### config.mk
export PLATFORM = sky130hd
export DESIGN_NAME = sdram_slot_scheduler_flat
export DESIGN_NICKNAME = d
export VERILOG_FILES = /design/src/rtl/sdram_slot_scheduler_if.sv /design/src/rtl/sdram_slot_scheduler.sv /design/src/flat_wrapper.sv
export SDC_FILE = /design/constraint.sdc
export NUM_CORES = 1
export LEC_CHECK = 0
export BUFFER_PORTS_ARGS = -buffer_cell sky130_fd_sc_hd__buf_2
export CORE_MARGIN = 1.5
export CORE_UTILIZATION = 35
export CTS_CLUSTER_SIZE = 20
export DETAILED_ROUTE_END_ITERATION = 8
export HOLD_SLACK_MARGIN = 0.02
export PLACE_DENSITY = 0.71
export SLEW_MARGIN = 20
export SYNTH_ARGS = -nofsm -noshare
export SYNTH_HDL_FRONTEND = slang
export SYNTH_SLANG_ARGS = --single-unit
### constraint.sdc
create_clock -name clk -period 1.9 [get_ports clk]
set_input_delay 0.285 -clock clk [delete_from_list [all_inputs] [get_ports clk]]
set_output_delay 0.285 -clock clk [all_outputs]
set_load 0.01 [all_outputs]
### src/rtl/sdram_slot_scheduler_if.sv
// sdram_slot_scheduler_if
//   Bundles the slot scheduler's request, response and SDRAM command
//   signals so that the scheduler and its environment connect through one port.
//
//   slave  modport : the scheduler itself.
//                    It receives requests and sdram_rdata.
//                    It drives commands, read data, wr_ready and phase.
//   master modport : the requester / controller side (mirror image).
//
//   Signals:
//     line_start   1   realign the 16-cycle slot phase
//     init_busy    1   SDRAM controller initialisation in progress
//     rd_req       1   video read request, sampled at phase 0
//     rd_addr      16  video read word address
//     rd_data      32  read word returned to the video side
//     rd_valid     1   one-cycle strobe qualifying rd_data
//     wr_req       1   host write request
//     wr_addr      16  host write address
//     wr_data      8   host write byte
//     wr_ready     1   write buffer can accept
//     mreq_n       1   active-low memory request strobe
//     rd_n         1   active-low read strobe
//     wr_n         1   active-low write strobe
//     rfsh_n       1   active-low refresh strobe
//     address      16  command address
//     wdata        8   command write byte
//     sdram_rdata  32  read data from the SDRAM controller
//     phase        4   current slot phase
interface sdram_slot_scheduler_if;
    logic        line_start;
    logic        init_busy;
    logic        rd_req;
    logic [15:0] rd_addr;
    logic [31:0] rd_data;
    logic        rd_valid;
    logic        wr_req;
    logic [15:0] wr_addr;
    logic [7:0]  wr_data;
    logic        wr_ready;
    logic        mreq_n;
    logic        rd_n;
    logic        wr_n;
    logic        rfsh_n;
    logic [15:0] address;
    logic [7:0]  wdata;
    logic [31:0] sdram_rdata;
    logic [3:0]  phase;

    modport slave (
        input  line_start, init_busy, rd_req, rd_addr, wr_req, wr_addr, wr_data,
               sdram_rdata,
        output rd_data, rd_valid, wr_ready, mreq_n, rd_n, wr_n, rfsh_n,
               address, wdata, phase
    );

    modport master (
        output line_start, init_busy, rd_req, rd_addr, wr_req, wr_addr, wr_data,
               sdram_rdata,
        input  rd_data, rd_valid, wr_ready, mreq_n, rd_n, wr_n, rfsh_n,
               address, wdata, phase
    );
endinterface

### src/rtl/sdram_slot_scheduler.sv
// sdram_slot_scheduler
//   Time-slots SDRAM access into a repeating 16-cycle frame.
//   - Phase 0 may issue a video read.
//     Its command is on the bus at phase 1, and its data returns at phase 9.
//   - Phase 8 issues either a buffered host write or a refresh.
//     That command is on the bus at phase 9.
//   - A refresh is forced after RFSH_MAX consecutive write slots.
//
//   Ports:
//     clk   system clock, rising edge
//     rst   asynchronous active-high reset
//     bus   sdram_slot_scheduler_if.slave (requests, responses, commands)
//
//   Parameter:
//     RFSH_MAX  maximum consecutive write slots before a refresh (default 8)
//
//   Build option:
//     SDRAM_SCHED_WR_FIFO_EN  defined   -> 4-entry write FIFO
//                             undefined -> single-entry write register
module sdram_slot_scheduler #(
    parameter int RFSH_MAX = 8
) (
    input  logic                  clk,
    input  logic                  rst,
    sdram_slot_scheduler_if.slave bus
);

`ifdef SDRAM_SCHED_WR_FIFO_EN
    localparam int DEPTH = 4;
`else
    localparam int DEPTH = 1;
`endif
    localparam int STREAK_W = $clog2(RFSH_MAX + 1);
    localparam int CNT_W    = $clog2(DEPTH + 1);
    localparam int IDX_W    = (DEPTH > 1) ? $clog2(DEPTH) : 1;

    logic [3:0]          phase_q;
    logic                rd_pend_q;
    logic [STREAK_W-1:0] streak_q;
    logic [CNT_W-1:0]    cnt_q;
    logic [15:0]         buf_addr_q [DEPTH];
    logic [7:0]          buf_data_q [DEPTH];
    logic                mreq_n_q, rd_n_q, wr_n_q, rfsh_n_q;
    logic [15:0]         address_q;
    logic [7:0]          wdata_q;
    logic [31:0]         rd_data_q;
    logic                rd_valid_q;

    logic             full, push, pop;
    logic             slot_go, wr_slot, issue_rd, issue_wr, issue_rf, rd_done;
    logic [IDX_W-1:0] wr_idx;

    // wr_ready comes only from the registered count.
    // A pop in this cycle therefore cannot reopen the buffer until the next cycle.
    assign full = (cnt_q == CNT_W'(DEPTH));
    assign push = bus.wr_req && !full;

    // A command is issued only if the next cycle really is the command phase.
    // A line_start in the issuing cycle would jump the phase back to 0 instead.
    assign slot_go  = !bus.init_busy && !bus.line_start;
    assign issue_rd = slot_go && (phase_q == 4'd0) && bus.rd_req;
    assign wr_slot  = slot_go && (phase_q == 4'd8);
    assign issue_wr = wr_slot && (cnt_q != '0) && (streak_q < STREAK_W'(RFSH_MAX));
    assign issue_rf = wr_slot && !issue_wr;
    assign rd_done  = wr_slot && rd_pend_q;
    assign pop      = issue_wr;

    // Head of the buffer is always entry 0.
    // A new entry lands just past the surviving entries.
    assign wr_idx = IDX_W'(cnt_q - CNT_W'(pop));

    always_ff @(posedge clk or posedge rst) begin
        if (rst) begin
            phase_q    <= '0;
            rd_pend_q  <= 1'b0;
            streak_q   <= '0;
            cnt_q      <= '0;
            mreq_n_q   <= 1'b1;
            rd_n_q     <= 1'b1;
            wr_n_q     <= 1'b1;
            rfsh_n_q   <= 1'b1;
            address_q  <= '0;
            wdata_q    <= '0;
            rd_data_q  <= '0;
            rd_valid_q <= 1'b0;
        end else begin
            phase_q  <= bus.line_start ? 4'd0 : phase_q + 4'd1;
            cnt_q    <= cnt_q + CNT_W'(push) - CNT_W'(pop);
            mreq_n_q <= 1'b1;
            rd_n_q   <= 1'b1;
            wr_n_q   <= 1'b1;
            rfsh_n_q <= 1'b1;

            if (issue_rd) begin
                mreq_n_q  <= 1'b0;
                rd_n_q    <= 1'b0;
                address_q <= bus.rd_addr;
            end
            if (issue_wr) begin
                mreq_n_q  <= 1'b0;
                wr_n_q    <= 1'b0;
                address_q <= buf_addr_q[0];
                wdata_q   <= buf_data_q[0];
                streak_q  <= streak_q + STREAK_W'(1);
            end
            if (issue_rf) begin
                mreq_n_q <= 1'b0;
                rfsh_n_q <= 1'b0;
                streak_q <= '0;
            end

            // An outstanding read lives only until phase 8 of its own slot.
            // A truncated slot or a busy controller at phase 8 drops it silently.
            if (issue_rd)
                rd_pend_q <= 1'b1;
            else if (bus.line_start || (phase_q == 4'd8))
                rd_pend_q <= 1'b0;

            rd_valid_q <= rd_done;
            if (rd_done)
                rd_data_q <= bus.sdram_rdata;
        end
    end

    // Buffer storage carries no reset.
    // Validity is tracked entirely by cnt_q.
    always_ff @(posedge clk) begin
        for (int i = 0; i < DEPTH - 1; i++) begin
            if (pop) begin
                buf_addr_q[i] <= buf_addr_q[i+1];
                buf_data_q[i] <= buf_data_q[i+1];
            end
        end
        if (push) begin
            buf_addr_q[wr_idx] <= bus.wr_addr;
            buf_data_q[wr_idx] <= bus.wr_data;
        end
    end

    assign bus.phase    = phase_q;
    assign bus.wr_ready = !full;
    assign bus.mreq_n   = mreq_n_q;
    assign bus.rd_n     = rd_n_q;
    assign bus.wr_n     = wr_n_q;
    assign bus.rfsh_n   = rfsh_n_q;
    assign bus.address  = address_q;
    assign bus.wdata    = wdata_q;
    assign bus.rd_data  = rd_data_q;
    assign bus.rd_valid = rd_valid_q;

endmodule

### src/flat_wrapper.sv
// flat-port wrapper written by rule: the top's interface ports become plain ports
module sdram_slot_scheduler_flat 
#(
    parameter int RFSH_MAX = 8
)
  (clk, rst, bus_line_start, bus_init_busy, bus_rd_req, bus_rd_addr, bus_wr_req, bus_wr_addr, bus_wr_data, bus_sdram_rdata, bus_rd_data, bus_rd_valid, bus_wr_ready, bus_mreq_n, bus_rd_n, bus_wr_n, bus_rfsh_n, bus_address, bus_wdata, bus_phase);
  sdram_slot_scheduler_if bus_i ();
  input  logic clk;
  input  logic rst;
  input wire logic [$bits(bus_i.line_start)-1:0] bus_line_start;
  input wire logic [$bits(bus_i.init_busy)-1:0] bus_init_busy;
  input wire logic [$bits(bus_i.rd_req)-1:0] bus_rd_req;
  input wire logic [$bits(bus_i.rd_addr)-1:0] bus_rd_addr;
  input wire logic [$bits(bus_i.wr_req)-1:0] bus_wr_req;
  input wire logic [$bits(bus_i.wr_addr)-1:0] bus_wr_addr;
  input wire logic [$bits(bus_i.wr_data)-1:0] bus_wr_data;
  input wire logic [$bits(bus_i.sdram_rdata)-1:0] bus_sdram_rdata;
  output wire logic [$bits(bus_i.rd_data)-1:0] bus_rd_data;
  output wire logic [$bits(bus_i.rd_valid)-1:0] bus_rd_valid;
  output wire logic [$bits(bus_i.wr_ready)-1:0] bus_wr_ready;
  output wire logic [$bits(bus_i.mreq_n)-1:0] bus_mreq_n;
  output wire logic [$bits(bus_i.rd_n)-1:0] bus_rd_n;
  output wire logic [$bits(bus_i.wr_n)-1:0] bus_wr_n;
  output wire logic [$bits(bus_i.rfsh_n)-1:0] bus_rfsh_n;
  output wire logic [$bits(bus_i.address)-1:0] bus_address;
  output wire logic [$bits(bus_i.wdata)-1:0] bus_wdata;
  output wire logic [$bits(bus_i.phase)-1:0] bus_phase;
  assign bus_i.line_start = bus_line_start;
  assign bus_i.init_busy = bus_init_busy;
  assign bus_i.rd_req = bus_rd_req;
  assign bus_i.rd_addr = bus_rd_addr;
  assign bus_i.wr_req = bus_wr_req;
  assign bus_i.wr_addr = bus_wr_addr;
  assign bus_i.wr_data = bus_wr_data;
  assign bus_i.sdram_rdata = bus_sdram_rdata;
  assign bus_rd_data = bus_i.rd_data;
  assign bus_rd_valid = bus_i.rd_valid;
  assign bus_wr_ready = bus_i.wr_ready;
  assign bus_mreq_n = bus_i.mreq_n;
  assign bus_rd_n = bus_i.rd_n;
  assign bus_wr_n = bus_i.wr_n;
  assign bus_rfsh_n = bus_i.rfsh_n;
  assign bus_address = bus_i.address;
  assign bus_wdata = bus_i.wdata;
  assign bus_phase = bus_i.phase;
  sdram_slot_scheduler #(.RFSH_MAX(RFSH_MAX)) u_core (.clk(clk), .rst(rst), .bus(bus_i));
endmodule
# Yosys cells after proc, flatten, opt, wreduce, memory -nomap -nowiden
# Memory sizes are Yosys's and may differ from the RTL's. A register that Yosys moved wholly into a read port is not among the register bits.
# Cells that the tools add are included.
word_totals:
  reg_bits: 63
  mem_bits_rw: 24
  input_bits: 78
  out_inout_bits: 66
  word_cells: 51
  n_memories: 2
mem_list:
  columns: ["name", "words", "width", "read_ports", "rd_ports_with_merged_regs", "write_ports", "line_no", "rtl"]
  rows:
  - ["u_core.buf_addr_q", 1, 16, 1, 0, 1, "sdram_slot_scheduler.sv:41", "logic [15:0] buf_addr_q [DEPTH];"]
  - ["u_core.buf_data_q", 1, 8, 1, 1, 1, "sdram_slot_scheduler.sv:42", "logic [7:0] buf_data_q [DEPTH];"]
op_classes:
  addsub: 4
  n_lt_le_gt_ge: 1
  n_eq_ne: 1
  mux: 14
  reduce_logical: 18
ops:
  columns: ["op", "count"]
  rows:
  - ["$mux 16", 2]
  - ["$mux 4", 3]
  - ["$logic_and 1x1->1", 9]
  - ["$mux 1", 9]
  - ["$add 4x1->4 const B", 2]
  - ["$reduce_bool 2->1", 3]
  - ["$eq 4x4->1 const B", 1]
  - ["$logic_not 1->1", 4]
  - ["$logic_not 4->1", 1]
  - ["$lt 4x4->1 const B", 1]
  - ["$add 1x1->1", 1]
  - ["$logic_or 1x1->1", 1]
  - ["$sub 1x1->1", 1]

# Depth between registers and ports, before layout
depth:
  depth_word: 8
  depth_mapped: 7
  depth_no_buf: 6

# Least setup slack after synthesis
# No wires, ideal clock.
synth_timing:
  kind: "register to register"
  startpoint: "reg u_core.cnt_q"
  endpoint: "mem u_core.buf_addr_q[0][0] (enable)"
  setup_time_ns: 0.408
  t_arrival_ns: 1.512
  required_time_ns: 1.492
  path_slack_ns: -0.020
  stages_incl_launch_ff: 2
  path_buffers: 0
  synth_period_minus_slack_ns: 1.920
  path_cell_list: "dfrtp_1 > nor2b_1"
synth_between:
  elab_chain_len: 4
synth_rtl:
  columns: ["item", "line_no", "rtl"]
  rows:
  - ["start: declaration", "sdram_slot_scheduler.sv:40", "logic [CNT_W-1:0] cnt_q;"]
  - ["start signal: assignment", "sdram_slot_scheduler.sv:88", "cnt_q <= cnt_q + CNT_W'(push) - CNT_W'(pop);"]
  - ["$logic_not 1->1", "sdram_slot_scheduler.sv:56", "assign push = bus.wr_req && !full;"]
  - ["$logic_and 1x1->1", "sdram_slot_scheduler.sv:56", null]
  - ["named net u_core.push", "sdram_slot_scheduler.sv:49", "logic full, push, pop;"]
  - ["$mux 1", "sdram_slot_scheduler.sv:134", "if (push) begin"]
  - ["$mux 1 (implied by the code)", "sdram_slot_scheduler.sv:135", "buf_addr_q[wr_idx] <= bus.wr_addr;"]
  - ["end: declaration", "sdram_slot_scheduler.sv:41", null]
# The timed path passes the listed nets, and every way through them passes these cells.

# Final worst setup path
layout_timing:
  startpoint: "reg u_core.phase_q[0], in the netlist u_core.bus.phase[0]"
  endpoint: "reg u_core.wdata_q[0], in the netlist u_core.bus.wdata[0] (read register of u_core.buf_data_q)"
layout_between:
  elab_chain_len: 4
layout_rtl:
  columns: ["item", "line_no", "rtl"]
  rows:
  - ["start: declaration", "sdram_slot_scheduler.sv:37", "logic [3:0] phase_q;"]
  - ["start signal: assignment", "sdram_slot_scheduler.sv:87", "phase_q <= bus.line_start ? 4'd0 : phase_q + 4'd1;"]
  - ["$eq 4x4->1", "sdram_slot_scheduler.sv:62", "assign wr_slot = slot_go && (phase_q == 4'd8);"]
  - ["$logic_and 1x1->1", "sdram_slot_scheduler.sv:62", null]
  - ["$logic_and 1x1->1 (2 in a row)", "sdram_slot_scheduler.sv:63", "assign issue_wr = wr_slot && (cnt_q != '0) && (streak_q < STREAK_W'(RFSH_MAX));"]
  - ["end: declaration", "sdram_slot_scheduler.sv:45", "logic [7:0] wdata_q;"]
# Every way passes these cells.
# A chain may end at the register's enable or synchronous reset.

==> impl_summary.md <==
Yosys
In this run the mean area of a mapped cell was about 14 sq um. The most used flip-flop cell after synthesis is dfrtp_1. Yosys printed 0 warnings. The part of the Yosys area used for sequential elements is approximately two thirds. dfrtp_1 takes more of the synthesized area than any other cell. After synthesis the cells add up to between 0.003 and 0.004 sq mm. The number of nets handed over by synthesis was about 360.

Yosys mapped the design onto 34 distinct sky130hd cell types. The share of synthesized area in the top cell type comes to approximately 44%. Yosys attributes the largest share of cell area to dfrtp_1 (44%), edfxtp_1 (19%), mux2_1 (9.4%).

The fraction of synthesis flops using an asynchronous set or reset pin is roughly three quarters. The cell count after synthesis came out at about 280. The flip-flop and latch count after synthesis is 95. The number of flops mapped to enable cells by yosys is 24.

Global route
The global-route wire length before repair is approximately 13 mm. The total grt overflow is 0. Global routing consumed, on the met3 layer, approximately 4.0% of the routing resources. The most utilized layer in the global route result is met2. For this run, global-route usage on met1 was measured as 18.5%. Global routing used between 10% and 20% of the available tracks across all layers. The via count of the first global-routing pass is ~2600. The largest net degree at the start of global routing is a little over 70. The initial antenna violation count was 0. In the global route stage, met2 resource usage came out at about a quarter.

Layout
The area growth from synthesis to layout is 30.3%. The most common cell after layout, fill and taps aside is buf_2. The final layout net count is between 500 and 600. The final cell utilization of the core is 46.4%. The layout cell share with drive strength beyond 1 is between 40 and 50%. The top cell types in the final layout, fill and taps aside, are buf_2 (143), dfrtp_1 (67), mux2_1 (32). The number of diodes added for antenna fixing is 0.

Routing
The routed via count divided by cell count is 4.57. The total number of vias is ~2600. For this block, the initial DRC count from the detailed router was 86. The routed length per placed instance is 14.3 um. The final layout contains routed wiring with a total length of slightly above 8 mm. The number of remaining DRC errors is 0. The count of nets left with antenna violations once routing finished came out at 0.

The first detailed-routing pass took 4 iterations.

Critical path
The kind of cell with the highest combined delay along the critical path is simple AND/OR/NAND/NOR gates. The cell with the largest stage delay on the worst path is dfrtp_1. For the worst setup path, the data required time is 2.14 ns. STA classifies the critical path endpoint as a flop. The number of buffers and inverters on the critical path is 2. STA puts the critical path data arrival time at 1.91 ns. The critical path is of the flop to flop type. The stage delay of the slowest cell on the critical path is around 0.38 ns. Walking the worst path, the cells encountered are inv_1, ha_1, nand4bb_1, buf_4, or2_4, mux2_4. STA classifies the critical path startpoint as a flop. The largest fanout of any net on the critical path is 11.

CTS
The insertion delay of the later-clocked pin in the worst-skew pair is ~0.35 ns. In this run the deepest clock path goes through 2 buffers. The TritonCTS sink count is 95. In this run the number of H-tree levels came out at 3. Clock tree synthesis inserted a total of 9 buffers. After clock tree synthesis, the clock-pin slew on the worst setup and hold paths is about 0.08 ns.

The library cell used as clock root buffer is clkbuf_8. TritonCTS built the clock tree. For this design, the CTS-stage hold fixing added 0 buffers.

Timing
For this run, the top clock speed supported by timing is 598 MHz. The total of endpoints with negative setup slack in the final report is 0. Across all setup checks in the final design, the least slack found is 0.227 ns. The total count of hold-check failures in the final report is 0. The total count of max-transition violations in the final report is 0. Measured against its own limit, the worst slew margin works out to between 70 and 80%.

For the final database, setup skew stands at 0.00833 ns. The worst-margin pin slew is 0.374 ns. The ratio of final minimum period to clock period is between 80% and 90%.

The worst path in the final design needs a cycle of around 1.7 ns, including I/O delays and setup. Setup repair after global routing left no endpoint under its margin. The setup TNS is 0 ns.

Floorplanning
The number of core rows is 38. The overall die height is 108 um. The initial utilization of the core area, before any placement, comes to roughly 36%.

During I/O placement, the number of pins put on the boundary was between 100 and 150. From left edge to right edge, the die measures 108 um. The die covers ~0.012 sq mm. The area of the core is around 0.011 sq mm.

Place
The worst setup slack before clock tree synthesis is between 0.03 and 0.04 ns. Detailed placement finished with a half-perimeter wire length of roughly 5.8 mm. The global placement routability congestion is roughly 0.74.

The count of buffers added on input and output ports is 143.

Power
The power per cell area is about 800 mW/mm^2. IR analysis of the VDD net gives a maximum drop of between 0.3 and 0.4 mV. In this run the static leakage power is around 2.6 nW.

Hold path
The tightest min-delay check is of the input pin to async pin type.

Outcome
The flow ran to the end, and the final reports show no timing, DRC or antenna violations.

Job
The number of max-cap violations is 0.
==> state kept, by name (all words and copies together), names as in the netlist <==
signal / flops
u_core.rd_pend_q: 1
u_core.bus.rfsh_n: 1
u_core.bus.mreq_n: 1
u_core.bus.phase: 4
u_core.streak_q: 4
u_core.bus.rd_valid: 1
u_core.bus.rd_data: 32
u_core.bus.wr_n: 1
u_core.cnt_q: 1
u_core.bus.rd_n: 1
u_core.bus.address: 16
u_core.buf_data_q: 8
u_core.bus.wdata: 8
u_core.buf_addr_q: 16
==> power breakdown <==
part	leakage [nW]	total (W)	internal (W)	switching, W
clock network	0.0880	0.00127	0.000605	0.000664
logic	1.32	0.000534	0.000263	0.000271
registers	1.16	0.00228	0.00221	0.0000677
total	2.57	0.00408	0.00308	0.00100
==> routing by layer <==
metal / vias to the layer above / share of wire, %
met2: 119 / 47
met5: - / 0
met4: 0 / 1.0
met1: 1231 / 45
li1: 1274 / -
met3: 6 / 7.2
==> timing repair <==
item	CTS	global route
setup buffers	0	1
endpoints found under the setup margin	0	28
resized for setup	0	2
endpoints found under the hold margin	0	0
==> worst reg2reg max path: stages, from the launching register on <==
cell and delay (ns):
dfrtp_1 0.38, inv_1 0.06, ha_1 0.17, nand4bb_1 0.12
buf_4 0.16, or2_4 0.34, mux2_4 0.33
==> cells in the mapped netlist (2+ instances only) <==
| cell | count |
|---|---|
| mux2_1 | 32 |
| a31oi_1 | 7 |
| ha_1 | 3 |
| nor3_1 | 16 |
| edfxtp_1 | 24 |
| a31oi_2 | 9 |
| nand4bb_1 | 2 |
| inv_2 | 2 |
| o21ai_1 | 8 |
| clkbuf_1 | 10 |
| buf_6 | 3 |
| o21ai_0 | 13 |
| buf_2 | 5 |
| or3_1 | 16 |
| nor2b_1 | 3 |
| nor2_1 | 7 |
| dfrtp_1 | 67 |
| mux2_4 | 8 |
| inv_1 | 22 |
| nand2_1 | 2 |
| dfstp_2 | 4 |
| or2_1 | 3 |
==> area by class of cell <==
cell class,count,area [sq um]
Inverter,24,93.8
Multi-Input combinational cell,141,1160
Clock inverter,4,46.3
Tap cell,140,175
Sequential cell,95,2500
Fill cell,1006,5790
Timing Repair Buffer,160,893
Clock buffer,12,135
==> logic make-up after synthesis <==
family                   synth area share, %
AND/OR/NAND/NOR                         8.05
buffers and inverters                   4.85
flip-flops                              65.1
adder cells (fa/ha/maj)                0.977
multiplexers                            12.8
XOR/XNOR                               0.456
AO/OA/AOI/OAI                           7.72
==> final timing paths <==
kind / cells past startpoint / end / startpoint / slack [ns]
min in group clk: 1 / u_core.buf_addr_q[0][2]$_DFFE_PP_ / bus_wr_addr[2] / 0.10
worst min register to register: 1 / u_core.bus.wdata[7]$_DFFE_PP0N_ / u_core.buf_data_q[0][7]$_DFFE_PP_ / 0.48
worst min-delay path: 3 / u_core.bus.rd_data[2]$_DFFE_PP0P_ / rst / 0.03
worst max-delay path: 6 / u_core.bus.wdata[0]$_DFFE_PP0N_ / u_core.bus.phase[0]$_DFF_PP0_ / 0.23
worst max register to register: 6 / u_core.bus.wdata[0]$_DFFE_PP0N_ / u_core.bus.phase[0]$_DFF_PP0_ / 0.23
max in group asynchronous: 3 / u_core.bus.wr_n$_DFF_PP1_ / rst / 1.55
==> stage by stage <==
stage	cell area, sq um	total power, W	cells	hold slack (ns)
after CTS	4990	0.00414	575	0.0283
after global placement	4810	0.00285	559	0.415
after detailed placement	4810	0.00286	559	0.419
final	5000	0.00408	576	0.0334
after global routing	5000	0.00430	576	0.0537
after floorplan	3850	0.00259	278	0.384
(Power assumes the default switching activity.)
